File: config.mk
export PLATFORM = sky130hd
export DESIGN_NAME = axi4_mem_arbiter_flat
export DESIGN_NICKNAME = d
export VERILOG_FILES = /design/src/rtl/axi4_mem_arbiter_if.sv /design/src/rtl/axi4_mem_arbiter.sv /design/src/flat_wrapper.sv
export SDC_FILE = /design/constraint.sdc
export NUM_CORES = 1
export LEC_CHECK = 0
export CAP_MARGIN = 10
export CORE_MARGIN = 3
export CORE_UTILIZATION = 33
export CTS_CLUSTER_DIAMETER = 40
export DETAILED_ROUTE_END_ITERATION = 10
export GPL_TIMING_DRIVEN = 0
export PLACE_DENSITY_LB_ADDON = 0.2
export SYNTH_ARGS = -nofsm -noshare
export SYNTH_HDL_FRONTEND = slang
export SYNTH_SLANG_ARGS = --single-unit
File: constraint.sdc
create_clock -name ACLK -period 1.9 [get_ports ACLK]
set_input_delay 0.38 -clock ACLK [delete_from_list [all_inputs] [get_ports ACLK]]
set_output_delay 0.38 -clock ACLK [all_outputs]
set_load 0.005 [all_outputs]
File: src/rtl/axi4_mem_arbiter_if.sv
`default_nettype none
// ============================================================================
// Module   : axi4_mem_arbiter_if
// Brief    : Requester-side and memory-side bus of the memory arbiter.
// Revision : 1.0
// ============================================================================
interface axi4_mem_arbiter_if #(
   parameter int NUM_REQ    = 2,
   parameter int DATA_WIDTH = 32,
   parameter int ADDR_WIDTH = 10
);
   logic [NUM_REQ-1:0]            req;
   logic [NUM_REQ-1:0]            req_we;
   logic [NUM_REQ-1:0]            req_lock;
   logic [NUM_REQ*ADDR_WIDTH-1:0] req_addr;
   logic [NUM_REQ*DATA_WIDTH-1:0] req_wdata;
   logic [NUM_REQ-1:0]            gnt;
   logic [NUM_REQ-1:0]            rvalid;
   logic [DATA_WIDTH-1:0]         rdata;
   logic                          mem_en;
   logic                          mem_we;
   logic [ADDR_WIDTH-1:0]         mem_addr;
   logic [DATA_WIDTH-1:0]         mem_wdata;
   logic [DATA_WIDTH-1:0]         mem_rdata;

   // Arbiter side
   modport slave (
      input  req, req_we, req_lock, req_addr, req_wdata, mem_rdata,
      output gnt, rvalid, rdata, mem_en, mem_we, mem_addr, mem_wdata
   );

   // Requesters plus the memory instance
   modport master (
      output req, req_we, req_lock, req_addr, req_wdata, mem_rdata,
      input  gnt, rvalid, rdata, mem_en, mem_we, mem_addr, mem_wdata
   );
endinterface
`default_nettype wire

File: src/rtl/axi4_mem_arbiter.sv
`default_nettype none
// ============================================================================
// Module   : axi4_mem_arbiter
// Brief    : Round-robin arbiter with burst lock and hold limit in front of a
//            single-port memory; registered memory port, routed read return.
// Revision : 1.0
// ============================================================================
module axi4_mem_arbiter #(
   parameter int NUM_REQ    = 2,
   parameter int DATA_WIDTH = 32,
   parameter int ADDR_WIDTH = 10,
   parameter int MAX_HOLD   = 16
) (
   input  wire logic          ACLK,
   input  wire logic          ARESETn,
   axi4_mem_arbiter_if.slave  bus
);
   localparam int IDX_W  = (NUM_REQ > 1) ? $clog2(NUM_REQ) : 1;
   localparam int HOLD_W = $clog2(MAX_HOLD + 1);
   localparam logic [IDX_W-1:0]  c_LAST_IDX = IDX_W'(NUM_REQ - 1);
   localparam logic [HOLD_W-1:0] c_HOLD_MAX = HOLD_W'(MAX_HOLD);

   logic [IDX_W-1:0]      r_rr_ptr;
   logic [IDX_W-1:0]      r_owner;
   logic                  r_locked;
   logic [HOLD_W-1:0]     r_hold_cnt;
   logic [NUM_REQ-1:0]    r_rd_pend;
   logic [NUM_REQ-1:0]    r_rvalid;
   logic                  r_mem_en;
   logic                  r_mem_we;
   logic [ADDR_WIDTH-1:0] r_mem_addr;
   logic [DATA_WIDTH-1:0] r_mem_wdata;

   logic [NUM_REQ-1:0]    w_owner_oh;
   logic [NUM_REQ-1:0]    w_gnt;
   logic                  w_owner_req;
   logic                  w_forced;
   logic                  w_owner_keeps;
   logic                  w_accept;
   logic [IDX_W-1:0]      w_k;
   logic                  w_k_we;
   logic                  w_k_lock;
   logic [ADDR_WIDTH-1:0] w_k_addr;
   logic [DATA_WIDTH-1:0] w_k_wdata;

   always_comb begin : p_owner_oh
      w_owner_oh = '0;
      for (int i = 0; i < NUM_REQ; i++) begin
         if (IDX_W'(i) == r_owner) w_owner_oh[i] = 1'b1;
      end
   end

   assign w_owner_req   = |(bus.req & w_owner_oh);
   // A locked owner at its hold limit yields whenever anyone else is waiting
   assign w_forced      = r_locked && (r_hold_cnt == c_HOLD_MAX) && |(bus.req & ~w_owner_oh);
   assign w_owner_keeps = r_locked && w_owner_req && !w_forced;

   always_comb begin : p_grant
      int               start;
      logic [IDX_W-1:0] idx;
      logic             found;
      w_gnt = '0;
      found = 1'b0;
      idx   = '0;
      start = w_forced ? int'(r_owner) + 1 : int'(r_rr_ptr) + 1;
      if (w_owner_keeps) begin
         w_gnt = w_owner_oh;
      end else begin
         for (int j = 0; j < NUM_REQ; j++) begin
            idx = IDX_W'((start + j) % NUM_REQ);
            if (!found && bus.req[idx] && !(w_forced && (idx == r_owner))) begin
               w_gnt[idx] = 1'b1;
               found      = 1'b1;
            end
         end
      end
   end

   always_comb begin : p_select
      w_k       = '0;
      w_k_we    = 1'b0;
      w_k_lock  = 1'b0;
      w_k_addr  = '0;
      w_k_wdata = '0;
      for (int i = 0; i < NUM_REQ; i++) begin
         if (w_gnt[i]) begin
            w_k       = IDX_W'(i);
            w_k_we    = bus.req_we[i];
            w_k_lock  = bus.req_lock[i];
            w_k_addr  = bus.req_addr[i*ADDR_WIDTH +: ADDR_WIDTH];
            w_k_wdata = bus.req_wdata[i*DATA_WIDTH +: DATA_WIDTH];
         end
      end
   end

   assign w_accept = |(bus.req & w_gnt);

   always_ff @(posedge ACLK or negedge ARESETn) begin : p_state
      if (!ARESETn) begin
         r_rr_ptr    <= c_LAST_IDX;
         r_owner     <= '0;
         r_locked    <= 1'b0;
         r_hold_cnt  <= '0;
         r_rd_pend   <= '0;
         r_rvalid    <= '0;
         r_mem_en    <= 1'b0;
         r_mem_we    <= 1'b0;
         r_mem_addr  <= '0;
         r_mem_wdata <= '0;
      end else begin
         r_rvalid <= r_rd_pend;
         if (w_accept) begin
            r_rr_ptr    <= w_k;
            r_owner     <= w_k;
            r_locked    <= w_k_lock;
            r_mem_en    <= 1'b1;
            r_mem_we    <= w_k_we;
            r_mem_addr  <= w_k_addr;
            r_mem_wdata <= w_k_wdata;
            r_rd_pend   <= w_k_we ? '0 : w_gnt;
            if (w_k == r_owner) begin
               if (r_hold_cnt != c_HOLD_MAX) r_hold_cnt <= r_hold_cnt + 1'b1;
            end else begin
               r_hold_cnt <= HOLD_W'(1);
            end
         end else begin
            r_mem_en  <= 1'b0;
            r_mem_we  <= 1'b0;
            r_rd_pend <= '0;
            if (r_locked && !w_owner_req) begin
               r_locked   <= 1'b0;
               r_hold_cnt <= '0;
            end
         end
      end
   end

   assign bus.gnt       = ARESETn ? w_gnt : '0;
   assign bus.rvalid    = r_rvalid;
   assign bus.rdata     = bus.mem_rdata;
   assign bus.mem_en    = r_mem_en;
   assign bus.mem_we    = r_mem_we;
   assign bus.mem_addr  = r_mem_addr;
   assign bus.mem_wdata = r_mem_wdata;
endmodule
`default_nettype wire

File: src/flat_wrapper.sv
// flat-port wrapper written by rule: the top's interface ports become plain ports
module axi4_mem_arbiter_flat 
#(
   parameter int NUM_REQ    = 2,
   parameter int DATA_WIDTH = 32,
   parameter int ADDR_WIDTH = 10,
   parameter int MAX_HOLD   = 16
)
  (ACLK, ARESETn, bus_req, bus_req_we, bus_req_lock, bus_req_addr, bus_req_wdata, bus_mem_rdata, bus_gnt, bus_rvalid, bus_rdata, bus_mem_en, bus_mem_we, bus_mem_addr, bus_mem_wdata);
  axi4_mem_arbiter_if #(.NUM_REQ(NUM_REQ), .DATA_WIDTH(DATA_WIDTH), .ADDR_WIDTH(ADDR_WIDTH)) bus_i ();
  input  wire logic ACLK;
  input  wire logic ARESETn;
  input wire logic [$bits(bus_i.req)-1:0] bus_req;
  input wire logic [$bits(bus_i.req_we)-1:0] bus_req_we;
  input wire logic [$bits(bus_i.req_lock)-1:0] bus_req_lock;
  input wire logic [$bits(bus_i.req_addr)-1:0] bus_req_addr;
  input wire logic [$bits(bus_i.req_wdata)-1:0] bus_req_wdata;
  input wire logic [$bits(bus_i.mem_rdata)-1:0] bus_mem_rdata;
  output wire logic [$bits(bus_i.gnt)-1:0] bus_gnt;
  output wire logic [$bits(bus_i.rvalid)-1:0] bus_rvalid;
  output wire logic [$bits(bus_i.rdata)-1:0] bus_rdata;
  output wire logic [$bits(bus_i.mem_en)-1:0] bus_mem_en;
  output wire logic [$bits(bus_i.mem_we)-1:0] bus_mem_we;
  output wire logic [$bits(bus_i.mem_addr)-1:0] bus_mem_addr;
  output wire logic [$bits(bus_i.mem_wdata)-1:0] bus_mem_wdata;
  assign bus_i.req = bus_req;
  assign bus_i.req_we = bus_req_we;
  assign bus_i.req_lock = bus_req_lock;
  assign bus_i.req_addr = bus_req_addr;
  assign bus_i.req_wdata = bus_req_wdata;
  assign bus_i.mem_rdata = bus_mem_rdata;
  assign bus_gnt = bus_i.gnt;
  assign bus_rvalid = bus_i.rvalid;
  assign bus_rdata = bus_i.rdata;
  assign bus_mem_en = bus_i.mem_en;
  assign bus_mem_we = bus_i.mem_we;
  assign bus_mem_addr = bus_i.mem_addr;
  assign bus_mem_wdata = bus_i.mem_wdata;
  axi4_mem_arbiter #(.NUM_REQ(NUM_REQ), .DATA_WIDTH(DATA_WIDTH), .ADDR_WIDTH(ADDR_WIDTH), .MAX_HOLD(MAX_HOLD)) u_core (.ACLK(ACLK), .ARESETn(ARESETn), .bus(bus_i));
endmodule
After elaboration in Yosys (flattened, before gate mapping)
Cells that the tools add are included.
- $add $sub $neg: 4
- reduce and logical (&&, ||, !) cells: 22
- bitwise logic cells: 5
- mux-type cells: 37
- shifts and indexed selects: 0
- magnitude comparators: 4
- eq/ne operators: 6
- divide/modulo/power cells: 0
- $mul: 0
- operator list (cell ; number):
    $mux 32 ; 2
    $mux 1 ; 20
    $mux 10 ; 2
    $mux 5 ; 4
    $mux 2 ; 7
    $logic_and 1x1->1 ; 12
    $and 2x2->2 ; 3
    $reduce_or 2->1 ; 3
    $add 5x1->5 const B ; 1
    $eq 5x5->1 const B ; 1
    $logic_not 1->1 ; 5
    $ne 5x5->1 const B ; 1
    $lt 1x2->1 const B ; 2
    $add 1x1->1 const B ; 3
    $eq 1x1->1 ; 3
    $ne 3x3->1 const B ; 1
    $demux 1 s1 ; 2
    $ge 1x1->1 const B ; 2
    $not 2->2 ; 1
    $or 2x2->2 ; 1
    $reduce_and 2->1 ; 1
    $reduce_bool 2->1 ; 1
- logic and storage cells: 88
- register bits: 56
- bits in writable memories: 0
- bits in latches: 0
- memories kept: 0
- input bits: 124
- ROM bits: 0
- output and inout bits: 80

Longest topological paths before layout
Gate-level depths: netlist of the first run.
- depth in word-level cells: 21
- gate-level depth with buffers: 9
- mapped depth without buffers: 6

Worst setup path before layout of the first run
OpenSTA, ideal clock, no wires.
- kind: flip-flop to output port
- start point: reg u_core.r_hold_cnt[0]
- end point: out bus_gnt[1]
- required time: 1.520 ns
- setup slack: -0.126 ns
- arrival: 1.646 ns
- buffers on the path: 3
- stages on the path, launching flop included: 10
- cell sequence: dfrtp_1 inv_1 ha_1 and4bb_1 buf_6 nand4_1 o2111a_1 buf_6 buf_6 and2_1
- word-level cells in the longest chain between the ends: 16
- elaborated cells between the ends (all ways): 39
- those cells by class: add/sub (1); order compare (4); eq/ne (3); mux (16); bitwise (1); reduce/logical (14)
- ends and longest elaborated chain (item ; RTL line ; source):
    from (decl) ; axi4_mem_arbiter.sv:26 ; logic [HOLD_W-1:0] r_hold_cnt;
    from (signal assigned) ; axi4_mem_arbiter.sv:122 ; if (r_hold_cnt != c_HOLD_MAX) r_hold_cnt <= r_hold_cnt + 1'b1;
    $eq 5x5->1 * ; axi4_mem_arbiter.sv:55 ; assign w_forced = r_locked && (r_hold_cnt == c_HOLD_MAX) && |(bus.req & ~w_owner_oh);
    $logic_and 1x1->1 * (2 in a row) ; axi4_mem_arbiter.sv:55 ;
    branches (longest 11 deep; another with $lt 1x2->1) ; -- ;
    $mux 2 * ; axi4_mem_arbiter.sv:66 ; if (w_owner_keeps) begin
    $mux 2 * ; axi4_mem_arbiter.sv:138 ; assign bus.gnt = ARESETn ? w_gnt : '0;
    to (decl) ; flat_wrapper.sv:19 ; output wire logic [$bits(bus_i.gnt)-1:0] bus_gnt;
Every way passes the cells marked *. The select of a mux whose other input is x is not followed.

Worst setup path after layout of the first run
- start point: reg u_core.r_hold_cnt[1]
- end point: out bus_gnt[1]
The elaborated chain is that of the path after synthesis.

==> results.cfg, run 1 <==
[status]
outcome = complete, but fails checks
violations = setup timing

[logic_synthesis]
async_reset_ff_frac = 1.00
yosys_warnings = 0
mappedNetlistArea_mm2 = 0.00317
synth_cells = 261
synth-main-ff-cell = dfrtp_1
synthDominantCellAreaShare = 0.435
synth_enable_flop_cells = 0
syn-mean-instance-area_um2 = 12.1
yosysSeqAreaShare = 0.443
synth_nets = 387
post_synth_main_area_contributors = dfrtp_1, mux2_2, buf_4, mux2_4, mux2i_1
yosys.cell_count.top_type = mux2_2
synth.largest_area_cell = dfrtp_1
synth_seq_cells = 56
synth_commonest_cells = mux2_2, dfrtp_1, buf_4, mux2_4
synth.lib_cells_used.distinct = 38

[die]
std_cell_rows = 35
placeableCoreArea_mm2 = 0.00928
die-height_um = 104
starting_density_of_the_core = 0.341
die_width_um = 104
ios = 204
die_area_mm2 = 0.0108

[final_layout]
antenna_cells_inserted = 0
finish.instance_area_mm2 = 0.00541
share_of_layout_cells_above_drive_strength_1 = 0.355
final_net_count = 581
areaGrowthSynthToFinish_pct = 70.7
postLayoutCoreUtil = 0.582
instances_no_fill = 585

[pwr]
clock_power_share = 0.219
switching_share = 0.254
p_total_mw = 3.60
comb_power_share = 0.375
power_per_cell_area_mw_per_mm2 = 666
switching_power_mw = 0.915
leakagePower_nw = 2.31
sequential_power_share = 0.406
power.ir.vdd_worst_mv = 0.357
internal_power_mw = 2.69

[routing]
routed_antenna_nets = 0
route.vias.total = 2731
drc = 0
wire_per_inst_um = 15.2
via_count_normalized_by_instance_count = 4.67
drt_iter0_drc = 61
wl_um = 8890
dr.pass1.iters = 4

[cts]
h-tree-depth = 2
cts_tree = built
clock-sinks = 56
clock_insertion_delay_worst_skew_ns = 0.31
total_clock_buffers_created_by_cts = 5
clockBufferDepth = 2
clk_pin_slew_ns = 0.10
clk_root_buffer_cell = clkbuf_8

[global_routing]
grt_use_total = 0.160
grt_start_max_net_pins = 33
grt_overflow = 0
first_global_vias = 2887
grt_antenna_before_repair = 0
wire_length_of_the_first_global_routing_pass_um = 14300

[setup_path]
worstSetupEndpointType = output pin
start_kind = flop
launching_element_of_the_worst_setup_path = u_core.r_hold_cnt[1]
crit_path_arrival_time_ns = 1.90
setup.worst_path.end = bus_gnt[1]
critPathKind = flop to output pin
crit_path_max_fanout = 3
cp.required_ns = 1.52
critical_path.reg2reg.endpoint = u_core.bus.mem_wdata[17]
regToRegStartpoint = u_core.r_hold_cnt[0]
r2r_slack_ns = -0.11
logic_depth_of_the_worst_register_to_register_path = 9

[placed_design]
dpl.cell_count = 561
placed_area_mm2 = 0.00505
gp_routability_congestion = 0.722
place.port_buffers = 170
place.detailed.hpwl_um = 6740

[timing]
worst_clock_skew_ns = 0.0106
maxSlewHeadroom = 0.489
post-route-period-util = 1.20
fmaxAchievable_mhz = 439
drv_slew = 0
min_period_ns = 2.28
transition_time_of_the_tightest_slew_check_pin_ns = 0.766
rsz0062_at_grt = yes
setup_viol = 21
hold_viol_final = 0
final_critical_path_setup_slack_ns = -0.378

[hold_path]
holdCritPathClass = primary input to asynchronous set/reset pin

[run]
timing.max_cap.violations = 0
## placed cells by master (no fill, tap or decap), drive strengths merged, types with 3 or more instances in the layout
master	Yosys	final
nor3	3	3
o21ai	9	9
o22ai	3	3
clkdlybuf4s50	0	166
nor2	5	5
and2	3	3
clkbuf	7	13
mux2i	5	5
nand3	7	7
nand2	3	3
inv	9	9
dfrtp	55	55
a21oi	4	4
buf	40	59
mux2	78	78
and3	3	3
## worst min path at each step
stage | to | slack, ns | cells after the start
final | u_core.bus.mem_wdata[9] | 0.14 | 1
after global placement | u_core.bus.rvalid[0] | 0.33 | 0
after floorplan | u_core.bus.mem_addr[0] | 0.08 | 0
after CTS | u_core.bus.mem_wdata[20] | 0.14 | 1
after global routing | u_core.bus.mem_wdata[20] | 0.18 | 1
after detailed placement | u_core.bus.rvalid[1] | 0.34 | 0
## flip-flops by register name (all words and copies together), names as in the netlist
| signal | count |
|---|---|
| u_core.r_hold_cnt | 5 |
| u_core.bus.mem_we | 1 |
| u_core.bus.rvalid | 2 |
| u_core.r_rr_ptr | 1 |
| u_core.bus.mem_wdata | 32 |
| u_core.r_rd_pend | 2 |
| u_core.bus.mem_en | 1 |
| u_core.bus.mem_addr | 10 |
| u_core.r_owner | 1 |
| u_core.r_locked | 1 |
## logic make-up (layout without fill, tap and decap cells)
kind of cell | after synthesis | in the layout | share of synthesized area
buffers and inverters | 56 | 251 | 0.116
multiplexers | 83 | 83 | 0.306
AND/OR/NAND/NOR | 36 | 36 | 0.0668
AO/OA/AOI/OAI | 27 | 27 | 0.0573
adder cells (fa/ha/maj) | 2 | 2 | 0.00790
XOR/XNOR | 1 | 1 | 0.00277
flip-flops | 56 | 56 | 0.443
## repair_timing
action                                  CTS  global route
hold endpoints to repair                  0             0
resized for setup                        32            14
endpoints found under the setup margin   46            52
cloned                                    1             0
pin swaps                                 4             4
hold buffers                              0             0
buffers inserted                         12             5
## metrics by stage
stage,hold slack [ns],TNS (ns),worst slack (ns)
detailed placement,0.337,-9.48,-0.794
floorplan,0.0844,-0.144,-0.0775
CTS,0.145,-5.16,-0.444
global route,0.177,-4.56,-0.458
global placement,0.333,-98.17,-2.29
finish,0.136,-2.25,-0.378
## metal layers
layer	vias up	part of all wire	GRT usage	routed length (um)
li1	1283	-	-	-
met1	1309	0.38	0.177	3340
met2	135	0.50	0.283	4440
met3	4	0.12	0.0757	1070
met4	0	0.0042	0.0285	37
met5	-	0	0	0
## final cells by class
class | count | area, um^2
clock buffers | 6 | 72.6
clock inverters | 2 | 35.0
plain buffers | 46 | 372
inverters | 9 | 33.8
flip-flops and latches | 56 | 1400
well taps | 129 | 161
repair buffers | 188 | 1880
fillers | 816 | 3880
multi-input cells | 149 | 1450
## worst max-delay path, stage by stage (launching register included)
cell and delay [ns]:
dfrtp_1 0.40, inv_2 0.09, ha_4 0.12, and4bb_2 0.26, nand4_1 0.09, o2111a_2 0.17
buf_8 0.12, buf_8 0.11, and2_4 0.13, buf_6 0.11
## power groups by stage
stage / combinational, mW / sequential [mW] / clock (mW)
after detailed placement: 1.21 / 1.49 / 0
after floorplan: 0.529 / 1.49 / 0
after global placement: 1.18 / 1.49 / 0
final: 1.35 / 1.46 / 0.787
after CTS: 1.33 / 1.46 / 0.830
after global routing: 1.46 / 1.49 / 0.870
No activity file was read; power rests on OpenSTA's default activity.
==> run 2: changes to the inputs <==
- REMOVE_ABC_BUFFERS: default -> 1
==> run 2 against run 1 <==
Net effect:
- the flow still finishes with violations (setup timing)
- sequential power about the same
- sequential share of layout area up 3.4 points
- via count down 9.5%
- sequential cell count unchanged
- core utilization down 6.8 points
- critical path type unchanged
==> results.cfg, run 2 (synthesis results as in run 1) <==
[setup_path]
timing.critical_path.slowest_stage_cell = dfrtp_1
worstSetupEndpointType = output pin
worst-path-buf-inv = 3
cp.required_ns = 1.52
cp_slowest_stage_delay_ns = 0.41
start_kind = flop
worstPathCellList = inv_2 > ha_2 > and4bb_4 > nand4_1 > o2111a_2 > buf_12 > and2_4 > buf_6
logic_depth_of_the_worst_register_to_register_path = 7
regToRegStartpoint = u_core.r_hold_cnt[1]
critical_path.reg2reg.endpoint = u_core.bus.mem_wdata[2]
critPathKind = flop to output pin
r2r_slack_ns = -0.11
crit_path_arrival_time_ns = 1.88
crit_path_max_fanout = 4
worst_path_dominant_cell_family = simple AND/OR/NAND/NOR gates

[cts]
total_clock_buffers_created_by_cts = 5
clk_root_buffer_cell = clkbuf_8
clock-sinks = 56
clock_insertion_delay_worst_skew_ns = 0.31
cts_tree = built
clk_pin_slew_ns = 0.11
clockBufferDepth = 2
h-tree-depth = 2

[global_routing]
grt_use_total = 0.167
grt_start_max_net_pins = 59
grt_antenna_before_repair = 0
wire_length_of_the_first_global_routing_pass_um = 14300
grt_overflow = 0
first_global_vias = 2674

[final_layout]
areaGrowthSynthToFinish_pct = 50.9
final.fill_count = 843
share_of_layout_cells_above_drive_strength_1 = 0.310
antenna_cells_inserted = 0
commonest_cells_after_routing_fill_and_taps_aside = clkdlybuf4s50_1, mux2_2, dfrtp_1
final_common_cell = clkdlybuf4s50_1
largest_reg_flops = 32
final_net_count = 502
finish.instance_area_mm2 = 0.00478

[die]
die_width_um = 104
die_area_mm2 = 0.0108
ios = 204
starting_density_of_the_core = 0.341
die-height_um = 104
std_cell_rows = 35
placeableCoreArea_mm2 = 0.00928

[pwr]
switching_share = 0.256
p_total_mw = 3.49
switching_power_mw = 0.894
leakagePower_nw = 1.98
comb_power_share = 0.333
power_per_cell_area_mw_per_mm2 = 730
sequential_power_share = 0.423
power.ir.vdd_worst_mv = 0.305
clock_power_share = 0.244
internal_power_mw = 2.60

[run]
timing.max_cap.violations = 0

[routing]
drt_iter0_drc = 59
routed_antenna_nets = 0
via_count_normalized_by_instance_count = 4.88
wl_um = 9180
route.vias.total = 2471
dr.pass1.iters = 4
wire_per_inst_um = 18.2
drc = 0

[timing]
hold_viol_final = 0
maxSlewHeadroom = 0.483
min_period_ns = 2.26
final_sum_of_negative_setup_slack_ns = -3.65
setup_viol = 41
worst_clock_skew_ns = 0.00972
post-route-period-util = 1.19
hold_worst_slack_ns = 0.115
fmaxAchievable_mhz = 442
drv_slew = 0
final_critical_path_setup_slack_ns = -0.363
transition_time_of_the_tightest_slew_check_pin_ns = 0.776
rsz0062_at_grt = yes

[placed_design]
place.detailed.hpwl_um = 6270
gp_routability_congestion = 0.742
place.port_buffers = 139
place_ws_ns = -1.37
placed_area_mm2 = 0.00442

[status]
outcome = complete, but fails checks
violations = setup timing

[hold_path]
holdCritPathClass = primary input to asynchronous set/reset pin
-- run 2: layout make-up --
type / instances / area, um^2 / share of cell area
Sequential cell: 56 / 1400 / 0.294
Tap cell: 129 / 161 / 0.0338
Clock inverter: 2 / 38.8 / 0.00812
Clock buffer: 6 / 82.6 / 0.0173
Multi-Input combinational cell: 149 / 1410 / 0.296
Inverter: 9 / 33.8 / 0.00707
Timing Repair Buffer: 155 / 1650 / 0.345
-- run 2: worst register-to-register path, delay by kind of cell, from the launching register on --
kind	cells	cell delay, ns
buf+inv	3	0.43
flops	1	0.41
mux	1	0.38
simple gates	1	0.27
compound gates	1	0.26
fa+ha+maj	1	0.15
-- run 2: how the worst max path moves through the flow --
stage                            end                  from  cells past startpoint
final                     bus_gnt[1]  u_core.r_hold_cnt[1]                      8
after global routing      bus_gnt[1]  u_core.r_hold_cnt[1]                      8
after CTS                 bus_gnt[1]  u_core.r_hold_cnt[0]                      8
after detailed placement  bus_gnt[1]            bus_req[0]                      8
after global placement    bus_gnt[1]            bus_req[0]                      6
after floorplan           bus_gnt[1]  u_core.r_hold_cnt[0]                      6
-- run 2: timing repair --
action                                  CTS  global route
pin swaps                                 4             1
gates resized for setup                  28             7
endpoints found under the setup margin   49            49
buffers inserted                         12             2
hold buffers                              0             0
gates cloned                              4             0
-- run 2: stage by stage --
step | utilization | cells
after floorplan | - | 214
after global placement | 0.472 | 482
after detailed placement | 0.476 | 484
after CTS | 0.518 | 508
after global routing | 0.515 | 506
final | 0.515 | 506
-- run 2: layer usage --
| layer | wire length [um] | vias to the layer above | global-route usage |
|---|---|---|---|
| li1 | - | 1128 | - |
| met1 | 3970 | 1216 | 0.206 |
| met2 | 4190 | 120 | 0.258 |
| met3 | 943 | 7 | 0.0863 |
| met4 | 79 | 0 | 0.0342 |
| met5 | 0 | - | 0.0429 |
-- run 2: power groups by stage --
stage | Sequential (mW) | Clock, mW | Combinational (mW)
6_report | 1.48 | 0.852 | 1.16
5_1_grt | 1.50 | 0.925 | 1.25
4_1_cts | 1.47 | 0.884 | 1.19
3_5_place_dp | 1.50 | 0 | 1.04
3_3_place_gp | 1.50 | 0 | 1.04
2_1_floorplan | 1.50 | 0 | 0.431
==> run 3: changes to the inputs <==
- CTS_CLUSTER_DIAMETER: 40 -> 150
==> results of run 3 <==
Final layout, timing and power as in run 2 (identical DEF).
